## config.mk

```make
export PLATFORM = sky130hd
export DESIGN_NAME = seg_scan_ctrl_flat
export DESIGN_NICKNAME = d
export VERILOG_FILES = /design/src/rtl/seg_scan_if.sv /design/src/rtl/seg_scan_ctrl.sv /design/src/flat_wrapper.sv
export SDC_FILE = /design/constraint.sdc
export NUM_CORES = 1
export LEC_CHECK = 0
export CAP_MARGIN = 10
export CORE_MARGIN = 2
export CORE_UTILIZATION = 30
export DETAILED_ROUTE_END_ITERATION = 12
export GPL_TIMING_DRIVEN = 1
export PLACE_DENSITY_LB_ADDON = 0.25
export SLEW_MARGIN = 25
export SYNTH_ARGS = -nofsm -noshare
export SYNTH_HDL_FRONTEND = slang
export SYNTH_SLANG_ARGS = --single-unit
```

## constraint.sdc

```tcl
create_clock -name clk_i -period 5.1 [get_ports clk_i]
set_input_delay 1.02 -clock clk_i [delete_from_list [all_inputs] [get_ports clk_i]]
set_output_delay 1.02 -clock clk_i [all_outputs]
set_load 0.005 [all_outputs]
```

## src/rtl/seg_scan_if.sv

```systemverilog
// Display-side bus for seg_scan_ctrl: scan clock, enable, value and decimal points in; digit/segment drives out.
// The master drives the display request, the slave (scanner) drives the LED lines.
interface seg_scan_if;
  logic        scan_clk_i;
  logic        en_i;
  logic [31:0] data_i;
  logic [7:0]  dp_i;
  logic [7:0]  led_en_o;
  logic [7:0]  seg_o;

  modport master (
    output scan_clk_i,
    output en_i,
    output data_i,
    output dp_i,
    input  led_en_o,
    input  seg_o
  );

  modport slave (
    input  scan_clk_i,
    input  en_i,
    input  data_i,
    input  dp_i,
    output led_en_o,
    output seg_o
  );
endinterface

```

## src/rtl/seg_scan_ctrl.sv

```systemverilog
// Eight-digit time-multiplexed seven-segment scanner; scan_clk_i is sampled as data and each rising edge shows the next digit.
// Build macro SEG_BLANK_LZ_EN enables leading-zero blanking; without it every digit is decoded.
module seg_scan_ctrl (
  input  logic      clk_i,
  input  logic      rst_n_i,
  seg_scan_if.slave bus
);

  logic        s1_r;
  logic        s2_r;
  logic        s3_r;
  logic        tick_s;
  logic        wrap_s;
  logic [2:0]  idx_r;
  logic [2:0]  idx_next_s;
  logic [31:0] shadow_data_r;
  logic [7:0]  shadow_dp_r;
  logic [31:0] frame_data_s;
  logic [7:0]  frame_dp_s;
  logic [3:0]  nibble_s;
  logic        dp_bit_s;
  logic [6:0]  glyph_s;
  logic [7:0]  led_en_next_s;
  logic [7:0]  seg_next_s;
  logic [7:0]  led_en_r;
  logic [7:0]  seg_r;

  function automatic logic [6:0] decode7(input logic [3:0] nib);
    logic [6:0] g;
    case (nib)
      4'h0:    g = 7'h40;
      4'h1:    g = 7'h79;
      4'h2:    g = 7'h24;
      4'h3:    g = 7'h30;
      4'h4:    g = 7'h19;
      4'h5:    g = 7'h12;
      4'h6:    g = 7'h02;
      4'h7:    g = 7'h78;
      4'h8:    g = 7'h00;
      4'h9:    g = 7'h10;
      4'hA:    g = 7'h08;
      4'hB:    g = 7'h03;
      4'hC:    g = 7'h46;
      4'hD:    g = 7'h21;
      4'hE:    g = 7'h06;
      4'hF:    g = 7'h0E;
      default: g = 7'h7F;
    endcase
    return g;
  endfunction

`ifdef SEG_BLANK_LZ_EN
  // Index of the most significant non-zero nibble; an all-zero value reports digit 0.
  function automatic logic [2:0] top_digit(input logic [31:0] v);
    logic [2:0] t;
    t = 3'd0;
    for (int i = 1; i < 8; i++) begin
      if (v[4*i +: 4] != 4'h0) begin
        t = 3'(i);
      end else begin
        t = t;
      end
    end
    return t;
  endfunction
`endif

  assign tick_s     = s2_r & ~s3_r;
  assign wrap_s     = (idx_r == 3'd7);
  assign idx_next_s = idx_r + 3'd1;

  // Next digit's drive values; on the wrap the freshly presented value is used so the new frame starts consistent.
  always_comb begin
    frame_data_s  = shadow_data_r;
    frame_dp_s    = shadow_dp_r;
    led_en_next_s = 8'hFF;
    if (wrap_s) begin
      frame_data_s = bus.data_i;
      frame_dp_s   = bus.dp_i;
    end else begin
      frame_data_s = shadow_data_r;
      frame_dp_s   = shadow_dp_r;
    end
    nibble_s = frame_data_s[{idx_next_s, 2'b00} +: 4];
    dp_bit_s = frame_dp_s[idx_next_s];
`ifdef SEG_BLANK_LZ_EN
    if ((idx_next_s != 3'd0) && (idx_next_s > top_digit(frame_data_s))) begin
      glyph_s = 7'h7F;
    end else begin
      glyph_s = decode7(nibble_s);
    end
`else
    glyph_s = decode7(nibble_s);
`endif
    if (bus.en_i) begin
      led_en_next_s = ~(8'b1 << idx_next_s);
    end else begin
      led_en_next_s = 8'hFF;
    end
    seg_next_s = {~dp_bit_s, glyph_s};
  end

  // Synchronizer, digit index, frame snapshot and registered display outputs.
  always_ff @(posedge clk_i) begin
    if (!rst_n_i) begin
      s1_r          <= 1'b0;
      s2_r          <= 1'b0;
      s3_r          <= 1'b0;
      idx_r         <= 3'd7;
      shadow_data_r <= 32'h0000_0000;
      shadow_dp_r   <= 8'h00;
      led_en_r      <= 8'hFF;
      seg_r         <= 8'hFF;
    end else begin
      s1_r <= bus.scan_clk_i;
      s2_r <= s1_r;
      s3_r <= s2_r;
      if (tick_s) begin
        idx_r    <= idx_next_s;
        led_en_r <= led_en_next_s;
        seg_r    <= seg_next_s;
        if (wrap_s) begin
          shadow_data_r <= bus.data_i;
          shadow_dp_r   <= bus.dp_i;
        end else begin
          shadow_data_r <= shadow_data_r;
          shadow_dp_r   <= shadow_dp_r;
        end
      end else begin
        idx_r    <= idx_r;
        led_en_r <= led_en_r;
        seg_r    <= seg_r;
      end
    end
  end

  assign bus.led_en_o = led_en_r;
  assign bus.seg_o    = seg_r;

endmodule

```

## src/flat_wrapper.sv

```systemverilog
// flat-port wrapper written by rule: the top's interface ports become plain ports
module seg_scan_ctrl_flat 
  (clk_i, rst_n_i, bus_scan_clk_i, bus_en_i, bus_data_i, bus_dp_i, bus_led_en_o, bus_seg_o);
  seg_scan_if bus_i ();
  input  logic clk_i;
  input  logic rst_n_i;
  input wire logic [$bits(bus_i.scan_clk_i)-1:0] bus_scan_clk_i;
  input wire logic [$bits(bus_i.en_i)-1:0] bus_en_i;
  input wire logic [$bits(bus_i.data_i)-1:0] bus_data_i;
  input wire logic [$bits(bus_i.dp_i)-1:0] bus_dp_i;
  output wire logic [$bits(bus_i.led_en_o)-1:0] bus_led_en_o;
  output wire logic [$bits(bus_i.seg_o)-1:0] bus_seg_o;
  assign bus_i.scan_clk_i = bus_scan_clk_i;
  assign bus_i.en_i = bus_en_i;
  assign bus_i.data_i = bus_data_i;
  assign bus_i.dp_i = bus_dp_i;
  assign bus_led_en_o = bus_i.led_en_o;
  assign bus_seg_o = bus_i.seg_o;
  seg_scan_ctrl u_core (.clk_i(clk_i), .rst_n_i(rst_n_i), .bus(bus_i));
endmodule
```

After elaboration in Yosys (flattened, before gate mapping)
Memories as Yosys holds them, arrays and structs flattened. A register that Yosys moved wholly into a read port is not among the register bits.
Index checks and enable logic that the tools add are counted.
W data, S select, Z words.
- register bits: 62
- bits in read-only memories: 112
- word-level logic and storage cells: 24
- memories: 1
- memories (memory ; words ; width ; rd ports ; clocked after memory_dff ; wr ports ; RTL line ; RTL):
    (name not given) ; 16 ; 7 ; 1 ; 1 ; 0 ; seg_scan_ctrl.sv:30 ; case (nib)
- add/sub/neg operators: 1
- order comparisons: 1
- equal/unequal tests: 1
- shift operators: 2
- muxes and demuxes: 5
- bitwise gates (word level): 4
- reductions and logical operators: 1
- operators with widths (kind ; count):
    $mux W32 ; 1
    $shiftx A32 B6 Y4 ; 1
    $mux W8 ; 2
    $not A8 Y8 ; 1
    $shl A1 B3 Y8 const A ; 1
    $lt A3 B4 Y1 const B ; 1
    $add A3 B1 Y3 const B ; 1
    $bmux W1 S3 ; 1
    $eq A3 B3 Y1 const B ; 1
    $not A1 Y1 ; 2
    $and A1 B1 Y1 ; 1
    $logic_not A1 Y1 ; 1
    $mux W1 ; 1

Depth between registers and ports, before layout
Gate-level depths: netlist of the first run.
- depth after elaboration: 5
- mapped depth: 11
- gate-level depth less buffers: 9

Worst setup path after synthesis of the first run
OpenSTA, ideal clock, no wires.
- path type: register to register
- start point: register u_core.idx_r[0]
- end point: register u_core.seg_r[3] (netlist: u_core.bus.seg_o[3])
- arrival time: 3.378 ns
- data required time: 4.983 ns
- slack: 1.605 ns
- stages on the path, launching flop included: 12
- buffers on the path: 2
- period minus slack after synthesis: 3.495 ns
- path through: dfxtp_1 > buf_2 > inv_2 > ha_1 > buf_2 > mux4_2 > mux4_2 > inv_1 > ha_1 > inv_1 > mux4_2 > o22a_1
- elaborated cells on any way between the ends: 4
- classes of those cells: add/sub (1); eq/ne (1); shift (1); mux (1)
- RTL lines (what ; RTL line ; RTL):
    from (decl) ; seg_scan_ctrl.sv:14 ; logic [2:0] idx_r;
    from (signal assigned) ; seg_scan_ctrl.sv:119 ; idx_r <= idx_next_s;
    from (signal assigned) ; seg_scan_ctrl.sv:130 ; idx_r <= idx_r;
    $add A3 B1 Y3 ; seg_scan_ctrl.sv:70 ; assign idx_next_s = idx_r + 3'd1;
    net u_core.idx_next_s[0] ; seg_scan_ctrl.sv:15 ; logic [2:0] idx_next_s;
    $shiftx A32 B6 Y4 ; seg_scan_ctrl.sv:84 ; nibble_s = frame_data_s[{idx_next_s, 2'b00} +: 4];
    to (decl) ; seg_scan_ctrl.sv:26 ; logic [7:0] seg_r;
The timed path passes the listed nets, and every way through them passes these cells.
A chain may end at the register's enable or synchronous reset.

Final worst setup path of the first run
- start point: register u_core.idx_r[1]
- end point: register u_core.seg_r[3] (netlist: u_core.bus.seg_o[3])
Same word-level chain as after synthesis.

==> summary.md, run 1 <==
| Metric | Value |
|---|---|
| Number of synthesized flops with an enable pin | 0 |
| Height of the die | 110 um |
| Top Ports | 60 |
| Initial antenna violation count | 0 |
| Design Area, Final | 4210 um2 |
| Post-Syn Instances | approximately 350 |
| First-pass GRT wire length | ~14000 um |
| Post-synth top cells | nand2_1, dfxtp_1, a21boi_0 |
| WL/cell | 15.1 um |
| Largest net degree at the start of global routing | 62 |
| Setup ws final | ~1500 ps |
| Worst-case setup slack after placement | 1450 ps |
| Post-Syn Area per Cell | 9.60 um2 |
| Leading area contributor after synthesis | dfxtp_1 |
| Post-layout util | 38.9% |
| First-pass iteration count of the detailed router | 4 |
| Seq/Total Area, Yosys | a little under two fifths |
| Routed Antenna Nets | 0 |
| P_leak | ~1.5 nW |
| Final hold violations | 0 |
| Vias/cell | 4.88 |
| CTS tree | yes |
| FMAX | 275 MHz |
| Slew @ Worst Pin | slightly below 800 ps |
| Post-DP Area | 4060 um2 |
| Worst Path Arrival | ~3900 ps |
| Critical Path End Type | register |
| Die width | approximately 110 um |
| Fin cells | around 540 |
| Clock skew | between 7 and 8 ps |
| Synth unique cells | 37 |
| Slew HR | between 40% and 50% |
| Final WL | 8200 um |
| Share of cells above drive strength 1 | about 14% |
| Core area | between 10000 and 15000 um2 |
| Root buffer cell | clkbuf_8 |
| H-tree levels | 3 |
| ANT cells | 0 |
| CTS clk-pin slew, worst paths | 60 ps |
| Post-cts resize count | 0 |
| FFs w/ async S/R, synth | 0% |
| Vias in the first global route | about 2600 |
| Row cnt | 38 |
| Placed insts | 530 |
| Nets | about 460 |
| GPL Wtd Cong | 0.822 |
| CTS max path bufs | 2 |
| Setup violations, final | 0 |
| # port buffers | 59 |
| Synth Flop Type | dfxtp_1 |
| Initial DRC Count | between 80 and 90 |
| Starting density of the core | 30.8% |
| Syn-to-layout area delta | 26.1% |
| Yosys top cell area share | between 30 and 40% |
| Post-CTS Setup Repair Bufs | 0 |
| Synthesis-stage register bit count | between 60 and 70 |
| Period utilization | a little under three quarters |
| CP Class | reg -> reg |
| Via count | 2656 |
| Fin Hold WS | 435 ps |
| Max-slew violations | 0 |
| RSZ-0062 raised after global routing | false |
| Yosys Warn Count | 0 |
| Final setup TNS | 0 ps |
| Num CTS Buffers | 9 |
| Post-detail-place hpwl | 5740 um |
| Synthesized cell area | between 3000 and 4000 um2 |
| Gr ovfl total | 0 |
| TritonCTS Sinks | 62 |
| Hold Crit Class | reg -> reg |
| Outcome | completed |
| Synth Net Count | roughly 400 |
| GRT Overall Usage | 14.9% |
| Largest cells by area after synthesis | dfxtp_1, mux4_2, nand2_1 |
| Hold Buf Count CTS | 0 |
| Count leader, synth | nand2_1 |
| Die area | roughly 12000 um2 |
| Final min period | ~3600 ps |
| Worst VDD drop | 0.155 mV |
| WP data required | roughly 5300 ps |
| CP max FO | 14 |
| Clk_lat worst skew | roughly 340 ps |
| Max Cap Violations | 0 |
| DRC | 0 |
| Worst Setup Start Kind | register |
| Total Power | between 1 and 1.5 mW |
| Total power per unit cell area | roughly 280 nW/um2 |
| Fillers | about 1100 |
-- path summary, 6_finish.rpt --
kind | from | to | slack, ps | cells after the start
setup / recovery | u_core.idx_r[1] | u_core.bus.seg_o[3] | 1460 | 9
hold / removal | u_core.s1_r | u_core.s2_r | 440 | 1
setup reg to reg | u_core.idx_r[1] | u_core.bus.seg_o[3] | 1460 | 9
hold reg to reg | u_core.s1_r | u_core.s2_r | 440 | 1
-- critical path, cell delays in order (launching register included) --
cell and delay (ps):
dfxtp_1 410, inv_1 100, ha_1 810, mux4_2 610
mux4_2 570, inv_1 140, ha_1 190, inv_1 40
mux4_2 440, o22a_1 200
-- sequential cells by signal, indices dropped and copies added (netlist names) --
name and count:
u_core.s2_r 1, u_core.bus.seg_o 8, u_core.idx_r 3, u_core.s3_r 1, u_core.shadow_dp_r 8, u_core.s1_r 1
u_core.shadow_data_r 32, u_core.bus.led_en_o 8
-- power breakdown --
group | switching (mW) | internal, mW | total (mW)
Combinational | 0.158 | 0.168 | 0.325
Clock | 0.180 | 0.183 | 0.362
Sequential | 0.00953 | 0.503 | 0.512
Total | 0.347 | 0.853 | 1.20
-- cell usage in the layout, fill, tap and decap left out, types with 4 or more instances in the layout --
cell	Yosys	final
mux2i_1	9	9
ha_1	12	12
a21boi_0	41	41
buf_4	0	7
clkdlybuf4s50_1	0	59
and2_1	4	4
clkbuf_8	0	10
dfxtp_1	62	62
mux2_2	9	9
mux4_2	23	23
nand2_1	109	109
o21ai_0	8	8
a211oi_1	7	7
-- cell families after synthesis --
kind of cell | after synthesis | synth area share, %
compound gates | 70 | 15.3
mux | 45 | 23.3
xor+xnor | 3 | 0.787
fa+ha+maj | 12 | 4.49
flops | 62 | 37.2
buf+inv | 30 | 3.75
simple gates | 126 | 15.3
-- cell type report --
class                      instances  area [um2]  share of cell area [%]
tap                              140         175                    4.16
clock buffer                      12         145                    3.45
clock inverter                     2        10.0                   0.238
inverter                           6        22.5                   0.535
sequential                        62        1240                    29.5
timing repair buffer              66         643                    15.3
multi-input combinational        256        1970                    46.9
-- routing by layer --
metal / share of wire, % / global-route usage (%)
met1: 47 / 19.6
met2: 48 / 24.5
met3: 4.2 / 3.44
met4: 0.87 / 4.07
met5: 0 / 0
(Power assumes the default switching activity.)
==> run 2: changes to the inputs <==
==> constraint.sdc (replaced) <==
create_clock -name clk_i -period 3.73 [get_ports clk_i]
set_input_delay 0.746 -clock clk_i [delete_from_list [all_inputs] [get_ports clk_i]]
set_output_delay 0.746 -clock clk_i [all_outputs]
set_load 0.005 [all_outputs]
==> run 2 against run 1 <==
Net effect:
- combinational power is 39% higher
- wire length is 1.1% lower
- critical path depth is 1 higher
- register-to-register slack worse by 1000 ps
- critical path type unchanged
- utilization is 0.88 points higher
==> summary.md, run 2 (synthesized netlist as in run 1, its figures left out) <==
| Metric | Value |
|---|---|
| Max Cap Violations | 0 |
| Commonest non-fill, non-tap cell in the layout | nand2_1 |
| Outcome | completed |
| FMAX | between 300 and 400 MHz |
| Critical Path End Type | register |
| Worst Setup Start Kind | register |
| CP max FO | 30 |
| Slew HR | between 60% and 70% |
| Final WL | around 8100 um |
| Max-slew violations | 0 |
| Nets | 460 |
| Share of cells above drive strength 1 | 15.2% |
| First-pass GRT wire length | between 10000 and 15000 um |
| Num CTS Buffers | 9 |
| Register name with the most flops | u_core.shadow_data_r |
| CP Class | reg -> reg |
| Slowest stage delay, CP | between 500 and 600 ps |
| Slew @ Worst Pin | roughly 560 ps |
| Vias/cell | roughly 4.9 |
| Initial DRC Count | 132 |
| CTS max path bufs | 2 |
| Vias in the first global route | roughly 2600 |
| CP Cell Sequence | ha_1 > ha_1 > buf_12 > mux4_2 > mux4_2 > inv_1 > ha_1 > inv_1 > mux4_2 > o22a_1 |
| Starting density of the core | 30.8% |
| Total power per unit cell area | between 400 and 500 nW/um2 |
| Root buffer cell | clkbuf_8 |
| Via count | between 2000 and 3000 |
| P_leak | around 1.6 nW |
| DRC | 0 |
| TritonCTS Sinks | 62 |
| Final min period | 3280 ps |
| CTS tree | yes |
| Height of the die | approximately 110 um |
| H-tree levels | 3 |
| Period utilization | about 88% |
| Post-CTS Setup Repair Bufs | 0 |
| # port buffers | 59 |
| Fin Hold WS | between 400 and 500 ps |
| Top Ports | 60 |
| RSZ-0062 raised after global routing | false |
| Clk_lat worst skew | between 300 and 400 ps |
| Fillers | about 1100 |
| GRT Overall Usage | ~15% |
| Setup violations, final | 0 |
| Post-detail-place hpwl | about 5700 um |
| Die area | ~12000 um2 |
| Total Power | between 1.5 and 2 mW |
| ANT cells | 0 |
| GPL Wtd Cong | approximately 0.87 |
| Multi-input gate area | between 1500 and 2000 um2 |
| CTS clk-pin slew, worst paths | ~70 ps |
| Routed Antenna Nets | 0 |
| Die width | between 100 and 150 um |
| Syn-to-layout area delta | 28.9% |
| CP max stage cell | mux4_2 |
| Final hold violations | 0 |
| Final setup TNS | 0 ps |
| Worst Path Arrival | ~3500 ps |
| Gr ovfl total | 0 |
| Worst VDD drop | 0.166 mV |
| Hold Crit Class | reg -> reg |
| WP data required | between 3000 and 4000 ps |
| Initial antenna violation count | 0 |
| Row cnt | 38 |
| Max reg flops | 32 |
| WL/cell | 14.8 um |
| Most frequent cells in the layout | nand2_1, dfxtp_1, clkdlybuf4s50_1 |
| Hold Buf Count CTS | 0 |
| First-pass iteration count of the detailed router | 4 |
| Clock skew | between 6 and 7 ps |
| Largest net degree at the start of global routing | 61 |
| Post-cts resize count | 0 |
| Core area | between 10000 and 15000 um2 |
| Sequential standard cell area | between 1000 and 1500 um2 |
-- run 2: changes by cell type in the layout (fill, tap and decap cells not counted), sizes merged --
cell    change
bufinv      +2
buf         +3
-- run 2: routing by layer --
metal	up-vias	share of wire (%)	GRT usage [%]
li1	1337	-	-
met1	1265	49	19.9
met2	56	45	22.7
met3	6	5.1	3.85
met4	0	0.91	3.98
met5	-	0	0
-- run 2: worst max-delay path, delay by kind of cell, from the launching register on --
| kind | cells | cell delay, ps |
|---|---|---|
| DFF | 1 | 420 |
| buffers and inverters | 3 | 430 |
| muxes | 3 | 1540 |
| AOI/OAI and AO/OA | 1 | 200 |
| adders and majority gates | 3 | 560 |
-- run 2: path summary, 6_finish.rpt --
path                                      start                   to  slack (ps)  cells past startpoint
worst min-delay path                u_core.s1_r          u_core.s2_r         440                      1
worst max register to register  u_core.idx_r[0]  u_core.bus.seg_o[3]         450                     10
worst min register to register      u_core.s1_r          u_core.s2_r         440                      1
worst max-delay path            u_core.idx_r[0]  u_core.bus.seg_o[3]         450                     10
-- run 2: report_power, final --
| part | switching [mW] | internal [mW] | total (mW) |
|---|---|---|---|
| Clock | 0.252 | 0.393 | 0.645 |
| Sequential | 0.0134 | 0.687 | 0.701 |
| Combinational | 0.216 | 0.236 | 0.452 |
-- run 2: through the flow --
| step | setup slack (ps) | std cells | util, % | instance area [um2] |
|---|---|---|---|---|
| after floorplan | 235 | 348 | - | 3340 |
| final | 451 | 549 | 39.7 | 4310 |
| after global placement | 412 | 533 | 37.7 | 4090 |
| after global routing | 249 | 549 | 39.7 | 4310 |
| after detailed placement | 346 | 533 | 37.7 | 4090 |
| after CTS | 417 | 549 | 39.7 | 4310 |
-- run 2: layout make-up --
type / count / area share, %
repair buffers: 69 / 15.7
well taps: 140 / 4.07
clock inverters: 4 / 1.63
clock buffers: 12 / 3.37
inverters: 6 / 0.523
flip-flops and latches: 62 / 28.8
multi-input cells: 256 / 45.8
